$ cat src/rtl/char_buf_pkg.sv
// -----------------------------------------------------------------------------
// char_buf_pkg
// Shared definitions for the character-buffer scheduler: FSM state encoding,
// digit/width constants, ASCII codes and the double-dabble step function.
// No ports (package).
// -----------------------------------------------------------------------------
package char_buf_pkg;

  localparam int NUM_DIGITS = 3;            // digits written per job, MS first
  localparam int VAL_W      = 10;           // client value width
  localparam int BCD_W      = 4 * NUM_DIGITS;

  localparam logic [VAL_W-1:0] VAL_MAX    = VAL_W'(999);
  localparam logic [7:0]       BLANK_CHAR = 8'h20;
  localparam logic [7:0]       ASCII_ZERO = 8'h30;

  typedef enum logic [2:0] {
    S_IDLE,
    S_LOAD,
    S_CONV,
    S_WRITE,
    S_DONE
  } state_t;

  // One double-dabble iteration: add 3 to every nibble >= 5, then shift the
  // whole BCD register left by one, pulling in the next binary bit.
  function automatic logic [BCD_W-1:0] dd_step(input logic [BCD_W-1:0] b,
                                               input logic             bit_in);
    logic [BCD_W-1:0] a;
    a = b;
    for (int n = 0; n < NUM_DIGITS; n++) begin
      if (a[4*n +: 4] >= 4'd5) begin
        a[4*n +: 4] = a[4*n +: 4] + 4'd3;
      end
    end
    return {a[BCD_W-2:0], bit_in};
  endfunction

endpackage

$ cat src/rtl/bin2bcd_seq.sv
// -----------------------------------------------------------------------------
// bin2bcd_seq
// Sequential binary-to-BCD converter (double dabble), one bit per clock.
// The first iteration is folded into the start cycle (BCD starts cleared, so
// no add-3 can apply), so the result is stable and done pulses VAL_W cycles
// after start. The result holds until the next start.
// Ports:
//   pclk  - clock
//   rst   - asynchronous active-high reset
//   start - one-cycle pulse, samples val
//   val   - binary input (VAL_W bits)
//   done  - one-cycle pulse, bcd is valid from this cycle on
//   bcd   - packed BCD result, NUM_DIGITS nibbles, MS nibble on top
// -----------------------------------------------------------------------------
module bin2bcd_seq
  import char_buf_pkg::*;
(
  input  logic             pclk,
  input  logic             rst,
  input  logic             start,
  input  logic [VAL_W-1:0] val,
  output logic             done,
  output logic [BCD_W-1:0] bcd
);

  localparam int CNT_W = $clog2(VAL_W);

  logic [VAL_W-1:0] r_sh;
  logic [BCD_W-1:0] r_bcd;
  logic [CNT_W-1:0] r_cnt;
  logic             r_active;
  logic             r_done;

  always_ff @(posedge pclk or posedge rst) begin
    if (rst) begin
      r_sh     <= '0;
      r_bcd    <= '0;
      r_cnt    <= '0;
      r_active <= 1'b0;
      r_done   <= 1'b0;
    end else begin
      r_done <= 1'b0;
      if (start) begin
        r_bcd    <= dd_step('0, val[VAL_W-1]);
        r_sh     <= {val[VAL_W-2:0], 1'b0};
        r_cnt    <= CNT_W'(1);
        r_active <= 1'b1;
      end else if (r_active) begin
        r_bcd <= dd_step(r_bcd, r_sh[VAL_W-1]);
        r_sh  <= {r_sh[VAL_W-2:0], 1'b0};
        r_cnt <= r_cnt + CNT_W'(1);
        if (r_cnt == CNT_W'(VAL_W-1)) begin
          r_active <= 1'b0;
          r_done   <= 1'b1;
        end
      end
    end
  end

  assign done = r_done;
  assign bcd  = r_bcd;

endmodule

$ cat src/rtl/char_buf_sched.sv
// -----------------------------------------------------------------------------
// char_buf_sched
// Round-robin scheduler for two "print this number at this buffer address"
// clients. Each job clamps the value to 999, converts it to three decimal
// digits and writes them as ASCII (leading zeros blanked, LS digit always
// numeric) to consecutive 8-bit buffer addresses, then pulses the client ack.
// Optional build macro CHAR_BUF_VBLNK_GATE_EN: when defined, buffer writes are
// only issued while vblnk_in is high and WRITE stalls otherwise; when
// undefined vblnk_in is ignored and a job takes a fixed 15 cycles to ack.
// Ports:
//   pclk, rst            - clock, asynchronous active-high reset
//   vblnk_in             - vertical blanking (used only with the gate macro)
//   req0/addr0/val0/ack0 - client 0 request level, start address, value, ack
//   req1/addr1/val1/ack1 - client 1, same meaning
//   wr_en/wr_addr/wr_data- buffer write port (addr/data 0 when wr_en is 0)
//   busy                 - high whenever the FSM is not in IDLE
// -----------------------------------------------------------------------------
module char_buf_sched
  import char_buf_pkg::*;
(
  input  logic             pclk,
  input  logic             rst,
  input  logic             vblnk_in,
  input  logic             req0,
  input  logic [7:0]       addr0,
  input  logic [VAL_W-1:0] val0,
  output logic             ack0,
  input  logic             req1,
  input  logic [7:0]       addr1,
  input  logic [VAL_W-1:0] val1,
  output logic             ack1,
  output logic             wr_en,
  output logic [7:0]       wr_addr,
  output logic [7:0]       wr_data,
  output logic             busy
);

  localparam int K_W = $clog2(NUM_DIGITS + 1);

  state_t           r_state;
  logic             r_grant;      // client owning the current job
  logic             r_last;       // client granted most recently
  logic [7:0]       r_addr;
  logic [K_W-1:0]   r_k;          // digits already written
  logic             r_wr_en;
  logic [7:0]       r_wr_addr;
  logic [7:0]       r_wr_data;
  logic             r_ack0;
  logic             r_ack1;
  logic             r_busy;

  logic             w_grant;
  logic [VAL_W-1:0] w_sel_val;
  logic [VAL_W-1:0] w_start_val;
  logic [7:0]       w_sel_addr;
  logic             w_start;
  logic             w_bcd_done;
  logic [BCD_W-1:0] w_bcd;
  logic             w_wr_ok;
  logic             w_issue;
  logic             w_run;
  logic [7:0]       w_char [0:(1<<K_W)-1];

`ifdef CHAR_BUF_VBLNK_GATE_EN
  assign w_wr_ok = vblnk_in;
`else
  logic w_unused_vblnk;
  assign w_unused_vblnk = vblnk_in;
  assign w_wr_ok        = 1'b1;
`endif

  // Contention goes to whoever was not served last; otherwise the requester.
  assign w_grant     = (req0 & req1) ? ~r_last : req1;
  assign w_sel_val   = r_grant ? val1 : val0;
  assign w_sel_addr  = r_grant ? addr1 : addr0;
  assign w_start_val = (w_sel_val > VAL_MAX) ? VAL_MAX : w_sel_val;
  assign w_start     = (r_state == S_LOAD);

  bin2bcd_seq u_bin2bcd (
    .pclk  (pclk),
    .rst   (rst),
    .start (w_start),
    .val   (w_start_val),
    .done  (w_bcd_done),
    .bcd   (w_bcd)
  );

  // ASCII per write slot (slot 0 = MS digit). w_run stays high while every
  // digit so far is zero; those become blanks, except the final digit.
  always_comb begin
    w_run = 1'b1;
    for (int i = 0; i < (1 << K_W); i++) begin
      w_char[i] = 8'h00;
    end
    for (int i = 0; i < NUM_DIGITS; i++) begin
      w_run = w_run & (w_bcd[4*(NUM_DIGITS-1-i) +: 4] == 4'd0);
      if (w_run && (i != NUM_DIGITS - 1)) begin
        w_char[i] = BLANK_CHAR;
      end else begin
        w_char[i] = ASCII_ZERO + {4'd0, w_bcd[4*(NUM_DIGITS-1-i) +: 4]};
      end
    end
  end

  // The first digit is issued on the CONV->WRITE edge so the registered write
  // lines up with the first WRITE cycle; the ack is raised on the edge after
  // the last write.
  assign w_issue = w_wr_ok &&
                   (((r_state == S_CONV) && w_bcd_done) ||
                    ((r_state == S_WRITE) && (r_k != K_W'(NUM_DIGITS))));

  always_ff @(posedge pclk or posedge rst) begin
    if (rst) begin
      r_state   <= S_IDLE;
      r_grant   <= 1'b0;
      r_last    <= 1'b1;
      r_addr    <= '0;
      r_k       <= '0;
      r_wr_en   <= 1'b0;
      r_wr_addr <= '0;
      r_wr_data <= '0;
      r_ack0    <= 1'b0;
      r_ack1    <= 1'b0;
      r_busy    <= 1'b0;
    end else begin
      r_wr_en   <= 1'b0;
      r_wr_addr <= '0;
      r_wr_data <= '0;
      r_ack0    <= 1'b0;
      r_ack1    <= 1'b0;
      case (r_state)
        S_IDLE: begin
          if (req0 | req1) begin
            r_grant <= w_grant;
            r_busy  <= 1'b1;
            r_state <= S_LOAD;
          end
        end
        S_LOAD: begin
          r_addr  <= w_sel_addr;
          r_k     <= '0;
          r_state <= S_CONV;
        end
        S_CONV: begin
          if (w_bcd_done) begin
            r_state <= S_WRITE;
          end
        end
        S_WRITE: begin
          if (r_k == K_W'(NUM_DIGITS)) begin
            r_ack0  <= ~r_grant;
            r_ack1  <= r_grant;
            r_state <= S_DONE;
          end
        end
        S_DONE: begin
          r_last  <= r_grant;
          r_busy  <= 1'b0;
          r_state <= S_IDLE;
        end
        default: begin
          r_busy  <= 1'b0;
          r_state <= S_IDLE;
        end
      endcase
      if (w_issue) begin
        r_wr_en   <= 1'b1;
        r_wr_addr <= r_addr + 8'(r_k);
        r_wr_data <= w_char[r_k];
        r_k       <= r_k + K_W'(1);
      end
    end
  end

  assign wr_en   = r_wr_en;
  assign wr_addr = r_wr_addr;
  assign wr_data = r_wr_data;
  assign ack0    = r_ack0;
  assign ack1    = r_ack1;
  assign busy    = r_busy;

endmodule

$ cat config.mk
export PLATFORM = sky130hd
export DESIGN_NAME = char_buf_sched
export DESIGN_NICKNAME = d
export VERILOG_FILES = /design/src/rtl/char_buf_pkg.sv /design/src/rtl/bin2bcd_seq.sv /design/src/rtl/char_buf_sched.sv
export SDC_FILE = /design/constraint.sdc
export NUM_CORES = 1
export LEC_CHECK = 0
export ABC_AREA = 0
export CAP_MARGIN = 20
export CORE_MARGIN = 10
export CORE_UTILIZATION = 40
export DETAILED_ROUTE_END_ITERATION = 10
export SLEW_MARGIN = 20
export SYNTH_ARGS = -nofsm -noshare
export SYNTH_HDL_FRONTEND = slang
export SYNTH_SLANG_ARGS = --single-unit
export TNS_END_PERCENT = 20
$ cat constraint.sdc
create_clock -name pclk -period 3.95 [get_ports pclk]
set_input_delay 0.9875 -clock pclk [delete_from_list [all_inputs] [get_ports pclk]]
set_output_delay 0.9875 -clock pclk [all_outputs]
set_load 0.01 [all_outputs]
==> results.toml <==
[outcome]
outcome = "complete, no violations"

[yosys]
synth_top_family_by_area = "simple AND/OR/NAND/NOR gates"
ys.flop_type = "dfrtp_1"
ys_ff_latch = 60
syn_area_mm2 = 0.00315
yosysSeqAreaShare = 0.478
synth_compound_area_frac = 0.120
ys_async_sr_fraction = 1.00
netlist_instances = 324
synth.area.top_cells = "dfrtp_1 (47%), mux2i_1 (7.0%), ha_1 (4.8%), nor2_1 (4.4%), a21oi_1 (4.1%)"
synth_top_area_frac = 0.469
synth_mux_area_frac = 0.0843
synth-warning-count = 0
yosys.area_share.simple = 0.188
synthXorXnorAreaFrac = 0.0250
yosysUniqueCellTypes = 41
synth.avg_cell_area_um2 = 9.71
synth_edf_count = 0
yosysTopAreaCell = "dfrtp_1"
yosys.area_share.adder = 0.0541

[grt]
grt-ovfl-total = 0
grt.met1_usage = 0.150
antenna_found_initial = 0
grt_use_total = 0.117
grt_use_met3 = 0.0254
grt_pass1_vias = 2332
busiest_layer = "met2"
grt_util_met2 = 0.184
grt_first_pass_wirelength_um = 11100
grt_max_degree = 52

[cts]
cts_tree = "done"
clk_pin_slew_ns = 0.07
htreeDepth = 3
cts_setup_buffers = 0
clk_latency_ns = 0.32
clockBufferDepth = 2
cts_sinks = 60
root_buffer = "clkbuf_8"
hold_buffers = 0
cts_buffers = 9
cts_resized = 0

[worst_setup_path]
slowest_delay_ns = 0.53
worst_ep_required_time_ns = 2.96
path_cells = "clkdlybuf4s50_1"
critPathTopFamily = "buffers and inverters"
critical_path_class = "flop to primary output"
critPathSlowestCell = "clkdlybuf4s50_1"
critPathLaunchType = "flop"
cp-end-kind = "primary output"
crit_fanout = 2
path_buf_inv = 1
cp_data_arrival_time_ns = 1.20

[placement]
place_area_mm2 = 0.00378
io_buffers = 57
placedCellCount = 468
dp_slack_ns = 1.54
hpwlAfterDp_um = 5050
gp_congestion = 0.758

[power_and_ir_drop]
total_power_mw = 2.91
cellPowerDensity_mw_per_mm2 = 733
vdd_ir_drop_max_mv = 0.303
leakagePower_nw = 1.79

[cells_and_area]
fin_area_mm2 = 0.00397
fin_util = 0.517
finalNonFillerCells = 483
multi_input_area_mm2 = 0.00149
n_antenna_cell = 0
seqCellArea_mm2 = 0.00150
nFillCells = 724
layout_commonest_cell = "dfrtp_1"
drive_above_1_share = 0.0761
area_delta_synth_final_pct = 26.2
fin_nets = 431
mostFrequentLayoutCells = "dfrtp_1 (59), clkdlybuf4s50_1 (57), nor2_1 (37), nand2_1 (26), a21oi_1 (26)"

[detailed_routing]
drt_wl_total_um = 6860
drc = 0
ant_nets = 0
vias = 2386
vias_per_cell = 4.94
drt-wirelength-per-cell_um = 14.2
first_pass_iters = 4
drtIter0Drc = 148

[timing]
layout_setup_ws_ns = 1.77
period_needed_ns = 2.18
rsz0062_at_grt = "no"
fin_setup_tns_ns = 0
worst_pin_slew_ns = 1.06
whs_ns = 0.518
fin_crit_sh = 0.553
slew_viol_final = 0
skew_ns = 0.00904
fmax_ghz = 0.458
setup_violations = 0
final_hold_viol_count = 0
relSlewSlack = 0.296

[die]
die_width_um = 109
die_area_mm2 = 0.0118
pin_count = 61
rows = 32
start_util = 0.409
core-area_mm2 = 0.00769
die_h_um = 109

[job]
drv_cap = 0

[hold_path]
hold_path.class = "flop to flop"
[path summary, 6_finish.rpt]
kind	start	endpoint	cells after the start	slack [ns]
max in group asynchronous	rst	u_bin2bcd.r_sh[6]	3	2.16
worst min-delay path	busy	busy	2	0.52
worst min register to register	busy	busy	2	0.52
worst max register to register	r_k[1]	wr_addr[0]	5	1.79
worst max-delay path	busy	busy	1	1.77
min in group asynchronous	rst	wr_data[2]	2	1.12
[Yosys cell counts, drive strengths merged (6+ instances only)]
master and instances:
a21oi 26, inv 14, buf 16, a211oi 9, mux2i 22, nor2 37
nor3 8, ha 12, dfrtp 59, nand3 12, xor2 7, nor3b 6
nand2 27, o21ai 17
[layout make-up]
cell class,instances,area share
Clock inverter,5,0.0132
Timing Repair Buffer,62,0.153
Clock buffer,10,0.0346
Multi-Input combinational cell,230,0.375
Tap cell,102,0.0321
Inverter,14,0.0135
Sequential cell,60,0.378
[power by group]
group / internal (mW) / switching [mW]
clock: 0.302 / 0.230
sequential: 0.870 / 0.273
combinational: 0.616 / 0.620
[per-layer routing]
metal	vias to the layer above	routed length, um
li1	1226	-
met1	1112	3070
met2	40	3400
met3	8	292
met4	0	95
met5	-	0
[registers in the layout, summed over array words and instances (netlist names)]
signal and cells:
u_bin2bcd.done 1, r_addr 8, r_k 2, r_grant 1, wr_en 1, wr_data 6
u_bin2bcd.r_sh 9, r_last 1, r_state 3, wr_addr 8, u_bin2bcd.r_active 1, ack1 1
u_bin2bcd.bcd 12, busy 1, u_bin2bcd.r_cnt 4, ack0 1
[kinds of logic after synthesis]
family,Yosys count
flops,60
mux,26
xor+xnor,9
compound gates,62
simple gates,118
fa+ha+maj,13
other cells,1
buf+inv,35
(Power assumes the default switching activity.)
